==> src/rtl/seq_multiplier_if.sv <==
// Handshake bundle for the sequential shift-and-add multiplier.
//   start        : request, sampled by the multiplier on each rising clock edge
//   multiplicand : operand A, captured when start is accepted
//   multiplier   : operand B, captured when start is accepted
//   product      : registered A*B, held until the next result
//   busy         : high while an operation is iterating
//   valid        : one-cycle pulse marking a freshly written product
// master drives the request and operands; slave (the multiplier) drives the results.
interface seq_multiplier_if #(
  parameter int WIDTH = 8
);
  logic                 start;
  logic [WIDTH-1:0]     multiplicand;
  logic [WIDTH-1:0]     multiplier;
  logic [2*WIDTH-1:0]   product;
  logic                 busy;
  logic                 valid;

  modport master (
    output start, multiplicand, multiplier,
    input  product, busy, valid
  );

  modport slave (
    input  start, multiplicand, multiplier,
    output product, busy, valid
  );
endinterface

==> src/rtl/seq_multiplier.sv <==
// Unsigned sequential shift-and-add multiplier, one partial-product bit per clock.
// Controller FSM, iteration counter and A/ACC/Q datapath are all in this module.
//   clk   : rising-edge clock
//   reset : synchronous, active-low; aborts any operation in flight
//   bus   : seq_multiplier_if slave modport (start, multiplicand, multiplier in;
//           product, busy, valid out, all registered)
// Timing: start accepted at edge k -> WIDTH iterations -> product/valid updated at
// edge k+WIDTH. With start held high a new operation is captured from DONE, giving
// one result every WIDTH+1 cycles.
module seq_multiplier #(
  parameter int WIDTH = 8
) (
  input  logic             clk,
  input  logic             reset,
  seq_multiplier_if.slave  bus
);

  localparam int CNT_W = $clog2(WIDTH) + 1;
  localparam logic [CNT_W-1:0] LAST_ITER = CNT_W'(WIDTH - 1);

  typedef enum logic [1:0] {
    ST_IDLE = 2'd0,
    ST_RUN  = 2'd1,
    ST_DONE = 2'd2
  } state_t;

  state_t               r_state;
  logic [CNT_W-1:0]     r_count;
  logic [WIDTH-1:0]     r_a;
  logic [WIDTH-1:0]     r_acc;
  logic [WIDTH-1:0]     r_q;
  logic [2*WIDTH-1:0]   r_product;
  logic                 r_busy;
  logic                 r_valid;

  logic [WIDTH-1:0]     w_addend;
  logic [WIDTH:0]       w_sum;

  // Iteration adder: one extra bit keeps the carry, which becomes the new ACC MSB
  // after the right shift of {C,ACC,Q}.
  always_comb begin
    w_addend = '0;
    if (r_q[0]) begin
      w_addend = r_a;
    end
    w_sum = {1'b0, r_acc} + {1'b0, w_addend};
  end

  // Controller and datapath. Only control state and the visible outputs are reset;
  // A/ACC/Q are always reloaded when an operation is accepted.
  always_ff @(posedge clk) begin
    if (!reset) begin
      r_state   <= ST_IDLE;
      r_count   <= '0;
      r_product <= '0;
      r_busy    <= 1'b0;
      r_valid   <= 1'b0;
    end else begin
      case (r_state)
        ST_IDLE: begin
          r_valid <= 1'b0;
          if (bus.start) begin
            r_a     <= bus.multiplicand;
            r_q     <= bus.multiplier;
            r_acc   <= '0;
            r_count <= '0;
            r_busy  <= 1'b1;
            r_state <= ST_RUN;
          end
        end

        ST_RUN: begin
          r_acc   <= w_sum[WIDTH:1];
          r_q     <= {w_sum[0], r_q[WIDTH-1:1]};
          r_count <= r_count + 1'b1;
          if (r_count == LAST_ITER) begin
            // Final shifted {ACC,Q} is the product; register it directly so the
            // output changes only on the edge entering DONE.
            r_product <= {w_sum, r_q[WIDTH-1:1]};
            r_busy    <= 1'b0;
            r_valid   <= 1'b1;
            r_state   <= ST_DONE;
          end
        end

        ST_DONE: begin
          r_valid <= 1'b0;
          if (bus.start) begin
            r_a     <= bus.multiplicand;
            r_q     <= bus.multiplier;
            r_acc   <= '0;
            r_count <= '0;
            r_busy  <= 1'b1;
            r_state <= ST_RUN;
          end else begin
            r_state <= ST_IDLE;
          end
        end

        default: begin
          r_busy  <= 1'b0;
          r_valid <= 1'b0;
          r_state <= ST_IDLE;
        end
      endcase
    end
  end

  assign bus.product = r_product;
  assign bus.busy    = r_busy;
  assign bus.valid   = r_valid;

endmodule
==> src/flat_wrapper.sv <==
// flat-port wrapper written by rule: the top's interface ports become plain ports
module seq_multiplier_flat 
#(
  parameter int WIDTH = 8
)
  (clk, reset, bus_start, bus_multiplicand, bus_multiplier, bus_product, bus_busy, bus_valid);
  seq_multiplier_if #(.WIDTH(WIDTH)) bus_i ();
  input  logic clk;
  input  logic reset;
  input wire logic [$bits(bus_i.start)-1:0] bus_start;
  input wire logic [$bits(bus_i.multiplicand)-1:0] bus_multiplicand;
  input wire logic [$bits(bus_i.multiplier)-1:0] bus_multiplier;
  output wire logic [$bits(bus_i.product)-1:0] bus_product;
  output wire logic [$bits(bus_i.busy)-1:0] bus_busy;
  output wire logic [$bits(bus_i.valid)-1:0] bus_valid;
  assign bus_i.start = bus_start;
  assign bus_i.multiplicand = bus_multiplicand;
  assign bus_i.multiplier = bus_multiplier;
  assign bus_product = bus_i.product;
  assign bus_busy = bus_i.busy;
  assign bus_valid = bus_i.valid;
  seq_multiplier #(.WIDTH(WIDTH)) u_core (.clk(clk), .reset(reset), .bus(bus_i));
endmodule
==> config.mk <==
export PLATFORM = sky130hd
export DESIGN_NAME = seq_multiplier_flat
export DESIGN_NICKNAME = d
export VERILOG_FILES = /design/src/rtl/seq_multiplier_if.sv /design/src/rtl/seq_multiplier.sv /design/src/flat_wrapper.sv
export SDC_FILE = /design/constraint.sdc
export NUM_CORES = 1
export LEC_CHECK = 0
export BUFFER_PORTS_ARGS = -buffer_cell sky130_fd_sc_hd__buf_2
export CORE_UTILIZATION = 30
export DETAILED_ROUTE_END_ITERATION = 12
export PLACE_DENSITY = 0.46
export SYNTH_ARGS = -nofsm -noshare
export SYNTH_HDL_FRONTEND = slang
export SYNTH_SLANG_ARGS = --single-unit
==> constraint.sdc <==
create_clock -name clk -period 3.25 [get_ports clk]
set_clock_uncertainty 0.2 [all_clocks]
set_input_delay 0.325 -clock clk [delete_from_list [all_inputs] [get_ports clk]]
set_output_delay 0.325 -clock clk [all_outputs]
set_load 0.1 [all_outputs]
==> results of run 1 <==
==> worst max-delay path, delay by kind of cell (launching register included) <==
family	cells	cell delay [ps]
AND/OR/NAND/NOR	1	190
adder cells (fa/ha/maj)	2	610
AO/OA/AOI/OAI	4	950
flip-flops	1	490
==> metrics by stage <==
| stage | instance area, µm² | util (%) | cells | setup WS, ps |
|---|---|---|---|---|
| 2_1_floorplan | 2190 | - | 204 | 768 |
| 3_3_place_gp | 2490 | 35.9 | 333 | 643 |
| 3_5_place_dp | 2490 | 35.9 | 333 | 598 |
| 4_1_cts | 2660 | 38.3 | 347 | 576 |
| 5_1_grt | 2680 | 38.6 | 349 | 436 |
| 6_report | 2680 | 38.6 | 349 | 583 |
==> Yosys cell counts (3+ instances only) <==
| library cell | instances | share of area, % |
|---|---|---|
| edfxtp_1 | 24 | 33 |
| ha_1 | 9 | 5.1 |
| o21ai_0 | 3 | 0.68 |
| o21a_1 | 4 | 1.4 |
| buf_2 | 5 | 1.1 |
| dfxtp_1 | 24 | 22 |
| nor3_1 | 7 | 1.6 |
| a21oi_1 | 16 | 3.7 |
| nand3_1 | 8 | 1.8 |
| o2111ai_1 | 3 | 1.2 |
| inv_1 | 5 | 0.86 |
| mux2_2 | 9 | 4.6 |
| and2_1 | 13 | 3.7 |
| nor2_1 | 13 | 2.2 |
| a211oi_1 | 3 | 1.0 |
| nand2_1 | 27 | 4.6 |
| clkbuf_1 | 3 | 0.51 |
==> cell usage in the layout (no fill, tap or decap), types with 7 or more instances in the layout <==
| cell | instances |
|---|---|
| dlygate4sd3_1 | 8 |
| nand3_1 | 8 |
| edfxtp_1 | 24 |
| mux2_2 | 9 |
| dfxtp_1 | 24 |
| nand2_1 | 27 |
| ha_1 | 9 |
| and2_1 | 13 |
| buf_2 | 36 |
| a21oi_1 | 16 |
| nor3_1 | 7 |
| nor2_1 | 13 |
==> per-layer routing <==
metal  share of wire (%)  GRT usage, %  vias to the layer above
li1                    -             -                      830
met2                  47          23.9                       39
met4                 1.3          5.81                        0
met1                  47          18.5                      779
met3                 4.2          3.41                        4
met5                   0             0                        -
==> registers in the layout (all words and copies together) (netlist names) <==
| name | count |
|---|---|
| u_core.r_state | 2 |
| u_core.bus.busy | 1 |
| u_core.r_acc | 8 |
| u_core.bus.valid | 1 |
| u_core.r_count | 4 |
| u_core.r_a | 8 |
| u_core.r_q | 8 |
| u_core.bus.product | 16 |
==> power groups by stage <==
stage                     Clock, mW  Sequential (mW)  Combinational (mW)
final                         0.406            0.682               0.188
after global routing          0.449            0.687               0.209
after CTS                     0.421            0.682               0.188
after detailed placement          0            0.697               0.181
after global placement            0            0.697               0.183
after floorplan                   0            0.701               0.122
==> repair_timing <==
| item | in CTS | in global routing |
|---|---|---|
| buffers inserted | 0 | 0 |
| hold buffers | 6 | 2 |
| hold endpoints to repair | 6 | 2 |
==> how the worst max path moves through the flow <==
stage                        from              end  slack [ps]  depth (start not counted)
floorplan           u_core.r_q[0]  u_core.r_acc[7]         770                          7
global placement    u_core.r_q[0]  u_core.r_acc[7]         640                          7
detailed placement  u_core.r_q[0]  u_core.r_acc[7]         600                          7
CTS                 u_core.r_q[0]  u_core.r_acc[7]         580                          7
global route        u_core.r_q[0]  u_core.r_acc[5]         440                          7
finish              u_core.r_q[0]  u_core.r_acc[7]         580                          7
==> cell type report <==
class	count	area, µm²
Fill cell	721	4270
Sequential cell	48	1200
Multi-Input combinational cell	142	932
Timing Repair Buffer	49	298
Tap cell	96	120
Clock buffer	6	93.8
Inverter	6	22.5
Clock inverter	2	11.3
==> kinds of logic after synthesis <==
group | Yosys count | synth area share, %
flip-flops | 48 | 54.8
buffers and inverters | 14 | 2.68
AND/OR/NAND/NOR | 78 | 17.3
multiplexers | 10 | 5.08
adder cells (fa/ha/maj) | 10 | 6.05
XOR/XNOR | 2 | 0.799
AO/OA/AOI/OAI | 42 | 13.3
==> results.toml, run 1 <==
[clock_tree]
htree_num_levels = 2
ctsResizeCount = 0
insertion_delay_ps = 300
root_buffer = "clkbuf_8"
cts_made_buffers = 5
cts_sinks = 48
clk_pin_slew_worst_paths_ps = 90
clk_path_buf_depth = 2
cts_tree = "yes"

[power_and_ir_drop]
p_seq_share_pct = 53.5
peakVddDrop_uv = 177
p_int_uw = 946
p_sw_share_pct = 25.9
p_leak_nw = 1.06
p_sw_uw = 330
combPwrFrac_pct = 14.7
power_frac_clock_pct = 31.8
total_power_mw = 1.28
power.density_mw_per_mm2 = 476

[timing]
tightest_slew_ps = 485
rsz0062_at_grt = "false"
drv_slew = 0
tns_ps = 0
hold_viol_final = 0
fin_crit_sh_pct = 82.1
max-slew-margin-rel_pct = 67.3
setup_viol = 0
fin_hold_ws_ps = 119
fmax_ghz = 0.375
finalWorstPathRequiredPeriod_ps = 2670

[outcome]
outcome = "finished clean"

[synth]
ys_types = 42
synth.yosys.warnings = 0
synth_edf_count = 24
ys_ff_latch = 48
synth.net_count = 233
async_flop_share_pct = 0
ys.flop_type = "edfxtp_1"
yosysSeqAreaShare_pct = 54.8
syn_area_mm2 = 0.00219
syn_area_per_cell_um2 = 10.7
syn_inst = 204

[global_routing]
grt-ovfl-total = 0
grt_max_degree = 20
antenna_found_initial = 0
grt_pass1_vias = 1638
grt_usage_pct = 14.6
grt_pass1_wl_um = 8180

[layout]
nets = 281
area_growth_pct = 22.2
diodes = 0
drive_gt1_share_pct = 24.1

[floorplanning]
rows = 30
die_h_um = 87.5
top_level_ports = 37
start_util_pct = 31.6
fp.dieW_um = 87.5
core_mm2 = 0.00694
dieArea_mm2 = 0.00765

[critical_path]
slowest_stage = "edfxtp_1"
r2r-end = "u_core.r_acc[7]"
reg2reg_depth = 7
timing.rr.start = "u_core.r_q[0]"
worstPathArrival_ps = 2530
r2r_slack_ps = 580
path_class = "flip-flop to flip-flop"
endpoint_kind = "flip-flop"
path_cells = "and2_1 > ha_1 > fa_1 > a21o_1 > a31o_1 > o311a_1 > o21a_1"
cp_max_fo = 8
cp.required_ps = 3110
cpPeakStageDelay_ps = 490
startpoint_type = "flip-flop"

[placement]
hpwl_um = 3480
place.gp.congestion = 0.756
portBuffers = 36

[worst_hold_path]
hold_path_class = "input port to flip-flop"
min_to = "u_core.r_q[7]"
hold_path_depth = 2
min_from = "bus_multiplier[7]"

[route]
wl_per_cell_um = 14.2
finalWirelength_um = 4950
avgViaCountPerCell = 4.73
drt_first_pass_iters = 4
ant_nets = 0
drc = 0
vias = 1652
first_iter_violations = 67

[flow_run]
drv_cap = 0
No activity file was read; power rests on OpenSTA's default activity.
==> run 2, diff against run 1 <==
ABC_AREA = 1   (was default)
clock period = 2.7 ns   (was 3.25 ns; I/O delays follow)
==> run 2 against run 1 <==
Effect of this change:
- clock power rose by 4.9%
- core utilization fell by 1.4 points
- largest cell class unchanged
- critical path depth is 3 higher
==> results.toml, run 2 <==
[synth]
yosysMostFrequentCell = "nand2_1"
syn_area_per_cell_um2 = 8.62
yosysSeqAreaShare_pct = 53.6
netlist.area_leader.share_pct = 32.1
synth.yosys.warnings = 0
synth_edf_count = 24
ys_types = 30
synth_common_cells = "68 x nand2_1, 36 x nor2_1, 29 x inv_1, 24 x dfxtp_1, 24 x edfxtp_1"
ys.flop_type = "edfxtp_1"
ys_ff_latch = 48
synth.net_count = 289
synth_area_leaders = "edfxtp_1 32%, dfxtp_1 21%, nand2_1 11%"
yosysTopAreaCell = "edfxtp_1"
async_flop_share_pct = 0
syn_area_mm2 = 0.00224
syn_inst = 260

[layout]
final_cell_mix = "68 x nand2_1, 36 x nor2_1, 36 x buf_2"
area_growth_pct = 20.3
diodes = 0
drive_gt1_share_pct = 19.4
layout.area.seq_mm2 = 0.00120
multi_input_comb_area_um2 = 865
nets = 338
mostFrequentLayoutCell = "nand2_1"
n_fill_cell = 784
largest_register_ffs = 16
fin_area_mm2 = 0.00270

[timing]
fin_crit_sh_pct = 80.5
max-slew-margin-rel_pct = 67.4
tightest_slew_ps = 492
drv_slew = 0
fmax_ghz = 0.460
hold_viol_final = 0
setup_viol = 0
tns_ps = 0
finalWorstPathRequiredPeriod_ps = 2170
fin_hold_ws_ps = 21.1
rsz0062_at_grt = "false"

[critical_path]
timing.rr.start = "u_core.r_q[0]"
cp_max_fo = 8
startpoint_type = "flip-flop"
r2r_slack_ps = 530
r2r-end = "u_core.r_acc[5]"
worstPathArrival_ps = 2030
reg2reg_depth = 10
cp.required_ps = 2550
endpoint_kind = "flip-flop"
crit_end = "u_core.r_acc[5]"
startpoint = "u_core.r_q[0]"
path_class = "flip-flop to flip-flop"

[placement]
placed_cell_area_mm2 = 0.00253
place.gp.congestion = 0.776
portBuffers = 36
hpwl_um = 3380

[clock_tree]
postCtsSetupBuffers = 0
cts_hold_buf = 8
htree_num_levels = 2
clk_path_buf_depth = 2
clk_pin_slew_worst_paths_ps = 90
ctsResizeCount = 0
cts_sinks = 48
cts_made_buffers = 5
insertion_delay_ps = 300
cts_tree = "yes"
root_buffer = "clkbuf_8"

[global_routing]
grt_usage_pct = 13.8
antenna_found_initial = 0
grt-ovfl-total = 0
use_met2_pct = 23.1
use_met1_pct = 17.3
grt_max_degree = 25
grt_pass1_vias = 1747
grt.busiest_layer = "met2"
grt_use_met3_pct = 3.54
grt_pass1_wl_um = 8080

[worst_hold_path]
hold_path_depth = 3
min_from = "bus_multiplier[4]"
hold_path_class = "input port to flip-flop"

[floorplanning]
fp.dieW_um = 88.5
core_mm2 = 0.00725
rows = 31
start_util_pct = 30.9
top_level_ports = 37
die_h_um = 88.5
dieArea_mm2 = 0.00782

[route]
finalWirelength_um = 4870
drc = 0
avgViaCountPerCell = 4.41
wl_per_cell_um = 11.9
drt_first_pass_iters = 4
ant_nets = 0
vias = 1802
first_iter_violations = 86

[flow_run]
drv_cap = 0

[power_and_ir_drop]
p_leak_nw = 1.34
total_power_mw = 1.50
peakVddDrop_uv = 176
power.density_mw_per_mm2 = 557

[outcome]
outcome = "finished clean"
[run 2: changes by cell type after synthesis, sizes merged, moves of 3 or more]
cell | before | now
nor2 | 13 | 40
a21oi | 17 | 13
o2111ai | 3 | 0
mux2 | 9 | 0
and2 | 13 | 0
nor3 | 7 | 0
o21ai | 3 | 15
o21a | 4 | 0
nand2 | 27 | 69
inv | 5 | 32
nand3 | 8 | 16
[run 2: area by class of cell]
cell class | instances | area share (%)
Tap cell | 99 | 4.59
Sequential cell | 48 | 44.5
Clock inverter | 2 | 0.464
Multi-Input combinational cell | 172 | 32.1
Inverter | 33 | 4.59
Clock buffer | 6 | 2.69
Timing Repair Buffer | 49 | 11.0
[run 2: worst min path at each step]
stage / end / slack [ps]
6_report: u_core.r_q[4] / 20
5_1_grt: u_core.r_q[1] / 30
4_1_cts: u_core.r_q[4] / 10
3_5_place_dp: u_core.r_a[5] / 250
3_3_place_gp: u_core.bus.valid / 250
2_1_floorplan: u_core.r_a[0] / 170
[run 2: stage by stage]
step / instances / utilization (%) / setup WS [ps]
after floorplan: 260 / - / 552
after global placement: 393 / 34.9 / 562
after detailed placement: 393 / 34.9 / 524
after CTS: 409 / 37.2 / 516
after global routing: 409 / 37.2 / 342
final: 409 / 37.2 / 526
[run 2: routing by layer]
| metal | up-vias | share of wire (%) |
|---|---|---|
| met5 | - | 0 |
| met4 | 0 | 1.5 |
| met3 | 6 | 3.5 |
| met2 | 30 | 46 |
| met1 | 832 | 49 |
| li1 | 934 | - |
[run 2: worst max-delay path, stage by stage (launching register included)]
cell      delay (ps)
edfxtp_1         500
nand2_1          100
inv_1             40
ha_1             190
fa_1             400
nand2_1           80
nand2_1          100
nand3_1          110
nand2_1           60
nand2_1           80
a21oi_1           60
[run 2: cells by family after synthesis]
logic type	share of synthesized area, %
xor gates and xnor gates	0.391
buffers and inverters	7.87
adders and majority gates	5.92
and+or+nand+nor	24.4
DFF	53.6
AOI/OAI and AO/OA	7.81
[run 2: power breakdown]
part / internal, mW / total (mW) / switching [mW]
Sequential: 0.813 / 0.833 / 0.0196
Combinational: 0.0863 / 0.242 / 0.156
Clock: 0.182 / 0.426 / 0.245
